$ cat src/rtl/mmio_uart_tx.sv
// Memory-mapped 8N1 UART transmitter: CPU stores feed a byte FIFO, a serializer drains it
// LSB first on tx, and a status word reports FIFO/serializer state to CPU loads.
module mmio_uart_tx #(
    parameter logic [31:0] BASE_ADDR    = 32'h0000_0100,
    parameter int unsigned CLKS_PER_BIT = 87,
    parameter int unsigned FIFO_DEPTH   = 8
) (
    input  logic        clk,
    input  logic        rst,
    input  logic        we,
    input  logic [31:0] addr,
    input  logic [31:0] wdata,
    output logic [31:0] rdata,
    output logic        tx,
    output logic        irq
);

    localparam int unsigned PTR_W  = (FIFO_DEPTH > 1) ? $clog2(FIFO_DEPTH) : 1;
    localparam int unsigned CNT_W  = $clog2(FIFO_DEPTH + 1);
    localparam int unsigned BAUD_W = (CLKS_PER_BIT > 1) ? $clog2(CLKS_PER_BIT) : 1;

    typedef enum logic [1:0] {
        StIdle,
        StStart,
        StData,
        StStop
    } state_e;

    // FIFO storage and bookkeeping
    logic [7:0]       mem_q [FIFO_DEPTH];
    logic [7:0]       mem_d [FIFO_DEPTH];
    logic [PTR_W-1:0] head_q, head_d;
    logic [PTR_W-1:0] tail_q, tail_d;
    logic [CNT_W-1:0] count_q, count_d;
    logic             ovf_q, ovf_d;

    // Serializer
    state_e           state_q, state_d;
    logic [BAUD_W-1:0] baud_q, baud_d;
    logic [2:0]       idx_q, idx_d;
    logic [7:0]       shift_q, shift_d;
    logic             tx_q, tx_d;

    logic sel_data, sel_stat;
    logic full, empty, busy;
    logic push, pop, ovf_evt, ovf_clr;
    logic baud_wrap;
    logic unused_wdata;

    assign unused_wdata = ^wdata[31:8];

    always_comb begin
        sel_data  = (addr == BASE_ADDR);
        sel_stat  = (addr == BASE_ADDR + 32'd4);
        full      = (count_q == CNT_W'(FIFO_DEPTH));
        empty     = (count_q == '0);
        busy      = (state_q != StIdle);
        // Fullness is judged before this edge's pop, so a same-cycle pop never rescues a push.
        push      = we & sel_data & ~full;
        ovf_evt   = we & sel_data & full;
        ovf_clr   = we & sel_stat & wdata[3];
        baud_wrap = (baud_q == BAUD_W'(CLKS_PER_BIT - 1));
    end

    // Serializer next-state
    always_comb begin
        state_d = state_q;
        baud_d  = baud_q;
        idx_d   = idx_q;
        shift_d = shift_q;
        pop     = 1'b0;
        unique case (state_q)
            StIdle: begin
                baud_d = '0;
                if (!empty) begin
                    pop     = 1'b1;
                    shift_d = mem_q[head_q];
                    state_d = StStart;
                end
            end
            StStart: begin
                if (baud_wrap) begin
                    baud_d  = '0;
                    idx_d   = 3'd0;
                    state_d = StData;
                end else begin
                    baud_d = baud_q + BAUD_W'(1);
                end
            end
            StData: begin
                if (baud_wrap) begin
                    baud_d  = '0;
                    shift_d = {1'b0, shift_q[7:1]};
                    if (idx_q == 3'd7) begin
                        state_d = StStop;
                    end else begin
                        idx_d = idx_q + 3'd1;
                    end
                end else begin
                    baud_d = baud_q + BAUD_W'(1);
                end
            end
            StStop: begin
                if (baud_wrap) begin
                    baud_d  = '0;
                    state_d = StIdle;
                end else begin
                    baud_d = baud_q + BAUD_W'(1);
                end
            end
            default: begin
                state_d = StIdle;
                baud_d  = '0;
            end
        endcase

        // tx is driven from the next state so the line is a clean flop output.
        unique case (state_d)
            StStart: tx_d = 1'b0;
            StData:  tx_d = shift_d[0];
            default: tx_d = 1'b1;
        endcase
    end

    // FIFO next-state
    always_comb begin
        mem_d  = mem_q;
        head_d = head_q;
        tail_d = tail_q;
        if (push) begin
            mem_d[tail_q] = wdata[7:0];
            tail_d        = tail_q + PTR_W'(1);
        end
        if (pop) begin
            head_d = head_q + PTR_W'(1);
        end
        unique case ({push, pop})
            2'b10:   count_d = count_q + CNT_W'(1);
            2'b01:   count_d = count_q - CNT_W'(1);
            default: count_d = count_q;
        endcase
        // A drop in the same cycle as a clear keeps the flag set.
        if (ovf_evt) begin
            ovf_d = 1'b1;
        end else if (ovf_clr) begin
            ovf_d = 1'b0;
        end else begin
            ovf_d = ovf_q;
        end
    end

    always_ff @(posedge clk) begin
        mem_q <= mem_d;
    end

    always_ff @(posedge clk) begin
        if (rst) begin
            head_q  <= '0;
            tail_q  <= '0;
            count_q <= '0;
            ovf_q   <= 1'b0;
            state_q <= StIdle;
            baud_q  <= '0;
            idx_q   <= 3'd0;
            shift_q <= 8'h00;
            tx_q    <= 1'b1;
        end else begin
            head_q  <= head_d;
            tail_q  <= tail_d;
            count_q <= count_d;
            ovf_q   <= ovf_d;
            state_q <= state_d;
            baud_q  <= baud_d;
            idx_q   <= idx_d;
            shift_q <= shift_d;
            tx_q    <= tx_d;
        end
    end

    always_comb begin
        rdata = 32'h0;
        if (sel_stat) begin
            rdata = {24'h0, 4'(count_q), ovf_q, busy, empty, full};
        end
        tx  = tx_q;
        irq = empty & ~busy;
    end

endmodule

$ cat config.mk
export PLATFORM = sky130hd
export DESIGN_NAME = mmio_uart_tx
export DESIGN_NICKNAME = d
export VERILOG_FILES = /design/src/rtl/mmio_uart_tx.sv
export SDC_FILE = /design/constraint.sdc
export NUM_CORES = 1
export LEC_CHECK = 0
export ABC_CLOCK_PERIOD_IN_PS = 2300
export BUFFER_PORTS_ARGS = -buffer_cell sky130_fd_sc_hd__buf_4
export CORE_UTILIZATION = 48
export CTS_CLUSTER_DIAMETER = 100
export CTS_CLUSTER_SIZE = 30
export DETAILED_ROUTE_END_ITERATION = 12
export PLACE_DENSITY_LB_ADDON = 0.25
export SLEW_MARGIN = 40
export SYNTH_ARGS = -nofsm -noshare
export SYNTH_HDL_FRONTEND = slang
export SYNTH_SLANG_ARGS = --single-unit
$ cat constraint.sdc
create_clock -name clk -period 2.3 [get_ports clk]
set_input_delay 0.23 -clock clk [delete_from_list [all_inputs] [get_ports clk]]
set_output_delay 0.23 -clock clk [all_outputs]
set_load 0.02 [all_outputs]
==> results.toml <==
[clock_tree]
cts_tree = "done"
clkTransAtPathRegs_ps = 110
clock-sinks = 96
cts.root.buffer_cell = "clkbuf_8"
cts_buffers = 9
ctsHtreeMaxLevel = 3
clkLatencyLatePin_ps = 360
cts_buffer_depth = 2

[logic_synthesis]
synth_most_common_cell = "edfxtp_1"
seq_area_frac_synth_pct = 59.5
yosys.area.top_type_share_pct = 44.7
synth-edff-count = 64
synthTopCellsByArea = "edfxtp_1 (45%), dfxtp_1 (15%), mux4_2 (8.4%)"
ys_warn_count = 0
synth_mux_area_share_pct = 11.7
synth_cell_types = 45
synth_xor_area_share_pct = 2.65
synthFlopType = "edfxtp_1"
syn_area_um2 = 4300
synthSimpleGateAreaFrac_pct = 12.5
synth_common_cells = "edfxtp_1 (64), nor2_1 (38), dfxtp_1 (32), buf_4 (24), mux4_2 (16)"
ys_async_sr_fraction_pct = 0
ys_seq_elements = 96
synthCells = 319
synth_compound_area_share_pct = 4.42
synth_top_area_cell = "edfxtp_1"
synth_top_family_by_area = "simple AND/OR/NAND/NOR gates"
syn_avg_cell_area_um2 = 13.5
synthAdderAreaFrac_pct = 2.91

[detailed_routing]
vias = 2638
via_per_inst = 5.17
drtAntennaViolNets = 0
drc = 0
drt_wl_total_um = 7820
wl_per_cell_um = 15.3
drtIter0Drc = 74
dr.pass1.iters = 4

[power]
p_leak_nw = 1.91
power.density_nw_per_um2 = 609
ir_worst_vdd_uv = 472

[sta]
period_needed_ps = 2150
final-hold-violation-count = 0
clock.fmax_mhz = 465
fin_setup_tns_ps = 0
skew_ps = 17.4
slew_violations = 0
period_share_pct = 93.6
rsz0062_at_grt = "false"
hold_ws_ps = 87.2
finalSetupViolCount = 0

[die]
rows = 34
die_area_um2 = 9350
core_um2 = 8720
start_util_pct = 49.4
ios = 101
die_w_um = 96.7
fp.dieH_um = 96.7

[global_route]
grt_pass1_vias = 2668
grt_pass1_wl_um = 13200
grt_overflow = 0
grt_max_degree = 24
grtUsageTotal_pct = 18.1
antenna_found_initial = 0

[layout]
instances_no_fill = 510
syn2layout_area_growth_pct = 20.0
layout.nets = 474
drive_gt1_share_pct = 31.6
num_antenna_cells = 0

[placed_design]
place_congestion = 0.787
hpwl_um = 5560
dpl.cell_count = 494
io_buffers = 52

[worst_setup_path]
critical_path.max_fanout = 3
slowest_delay_ps = 350
path_buf_inv = 1
arrival_ps = 2450
crit_start = "count_q[0]"
reg2reg_from = "count_q[0]"
end_kind = "register"
rr_worst_depth = 11
path_delay_family = "simple AND/OR/NAND/NOR gates"
path_cells = "nor3_1 > a21oi_1 > nor4b_4 > inv_1 > ha_2 > xor2_1 > ha_2 > a21oi_2 > xor2_1 > or3_1 > a21oi_1"
startpoint_type = "register"
crit_required_ps = 2600
crit_slowest_cell = "dfxtp_1"
cp.depth = 11
path_class = "register to register"

[worst_hold_path]
worstHoldPathType = "input pin to register"
hold_path_startpoint = "wdata[0]"
whs_path_depth = 1

[run_status]
status = "finished, final reports clean"

[run]
maxCapViolations = 0
-- cells in the final DEF, fill, tap and decap left out, types with 3 or more instances in the layout --
cell and count:
buf_4 80, edfxtp_1 64, nor2_1 38, dfxtp_1 32, conb_1 24, mux4_2 16, nand2_1 11, mux2i_1 11
nand2b_1 9, xor2_1 9, clkbuf_8 9, ha_1 8, inv_1 7, a21oi_1 7, nor3_1 6, and3_1 6
a221o_1 6, or3_1 5, nor4_1 4, xnor2_1 4, nand3_1 4, inv_6 4, nor4_4 3, nor2b_1 3
-- area by class of cell --
cell class,instances,area [um^2]
tap,108,135
timing repair buffer,80,601
inverter,7,26.3
multi-input combinational,203,1630
sequential,96,2560
clock buffer,9,124
clock inverter,7,92.6
fill,693,3550
-- routing by layer --
| metal | vias to the layer above | GRT usage, % | routed length (um) |
|---|---|---|---|
| met5 | - | 0 | 0 |
| met1 | 1273 | 23.4 | 3490 |
| met4 | 0 | 5.97 | 129 |
| li1 | 1294 | - | - |
| met3 | 14 | 3.76 | 303 |
| met2 | 57 | 30.4 | 3900 |
-- metrics by stage --
| step | worst slack [ps] | power (mW) | util, % | instance area (um^2) |
|---|---|---|---|---|
| 6_report | 148 | 3.14 | 59.2 | 5170 |
| 5_1_grt | 5.74 | 3.25 | 59.2 | 5170 |
| 4_1_cts | 151 | 3.17 | 59.2 | 5160 |
| 3_5_place_dp | -177 | 2.00 | 56.7 | 4940 |
| 3_3_place_gp | -129 | 2.00 | 56.7 | 4940 |
| 2_1_floorplan | -81.7 | 1.96 | - | 4450 |
-- repair_timing --
action | 4_1_cts | 5_1_grt
endpoints found under the hold margin | 0 | 0
resized for setup | 0 | 1
setup buffers | 0 | 0
endpoints found under the setup margin | 0 | 1
hold buffers | 0 | 0
-- worst paths after layout --
check	end	slack, ps
min	mem_q[24]	90
max	count_q[2]	150
min reg2reg	idx_q[2]	470
max reg2reg	count_q[2]	150
-- registers in the layout, summed over array words and instances, names as in the netlist --
register	cells
shift_q	8
state_q	2
idx_q	3
baud_q	7
tx	1
head_q	3
tail_q	3
ovf_q	1
count_q	4
mem_q	64
-- kinds of logic (layout without fill, tap and decap cells) --
kind of cell | Yosys count | count (layout)
other | 1 | 24
flip-flops | 96 | 96
buffers and inverters | 43 | 103
adder cells (fa/ha/maj) | 10 | 10
AND/OR/NAND/NOR | 100 | 100
XOR/XNOR | 13 | 13
AO/OA/AOI/OAI | 26 | 26
multiplexers | 30 | 30
-- worst reg2reg max path, delay by kind of cell, from the launching register on --
kind	cells	cell delay (ps)
buffers and inverters	1	90
and+or+nand+nor	3	720
adders and majority gates	2	380
xor gates and xnor gates	2	290
DFF	1	350
AOI/OAI and AO/OA	3	270
-- where the power goes --
group	total [mW]	internal (mW)	leakage, nW	switching, mW
clock network	1.18	0.536	0.110	0.649
logic	0.127	0.0519	0.969	0.0747
registers	1.83	1.83	0.833	0.00000000133
Note: power is estimated with default switching activity, not from simulation.
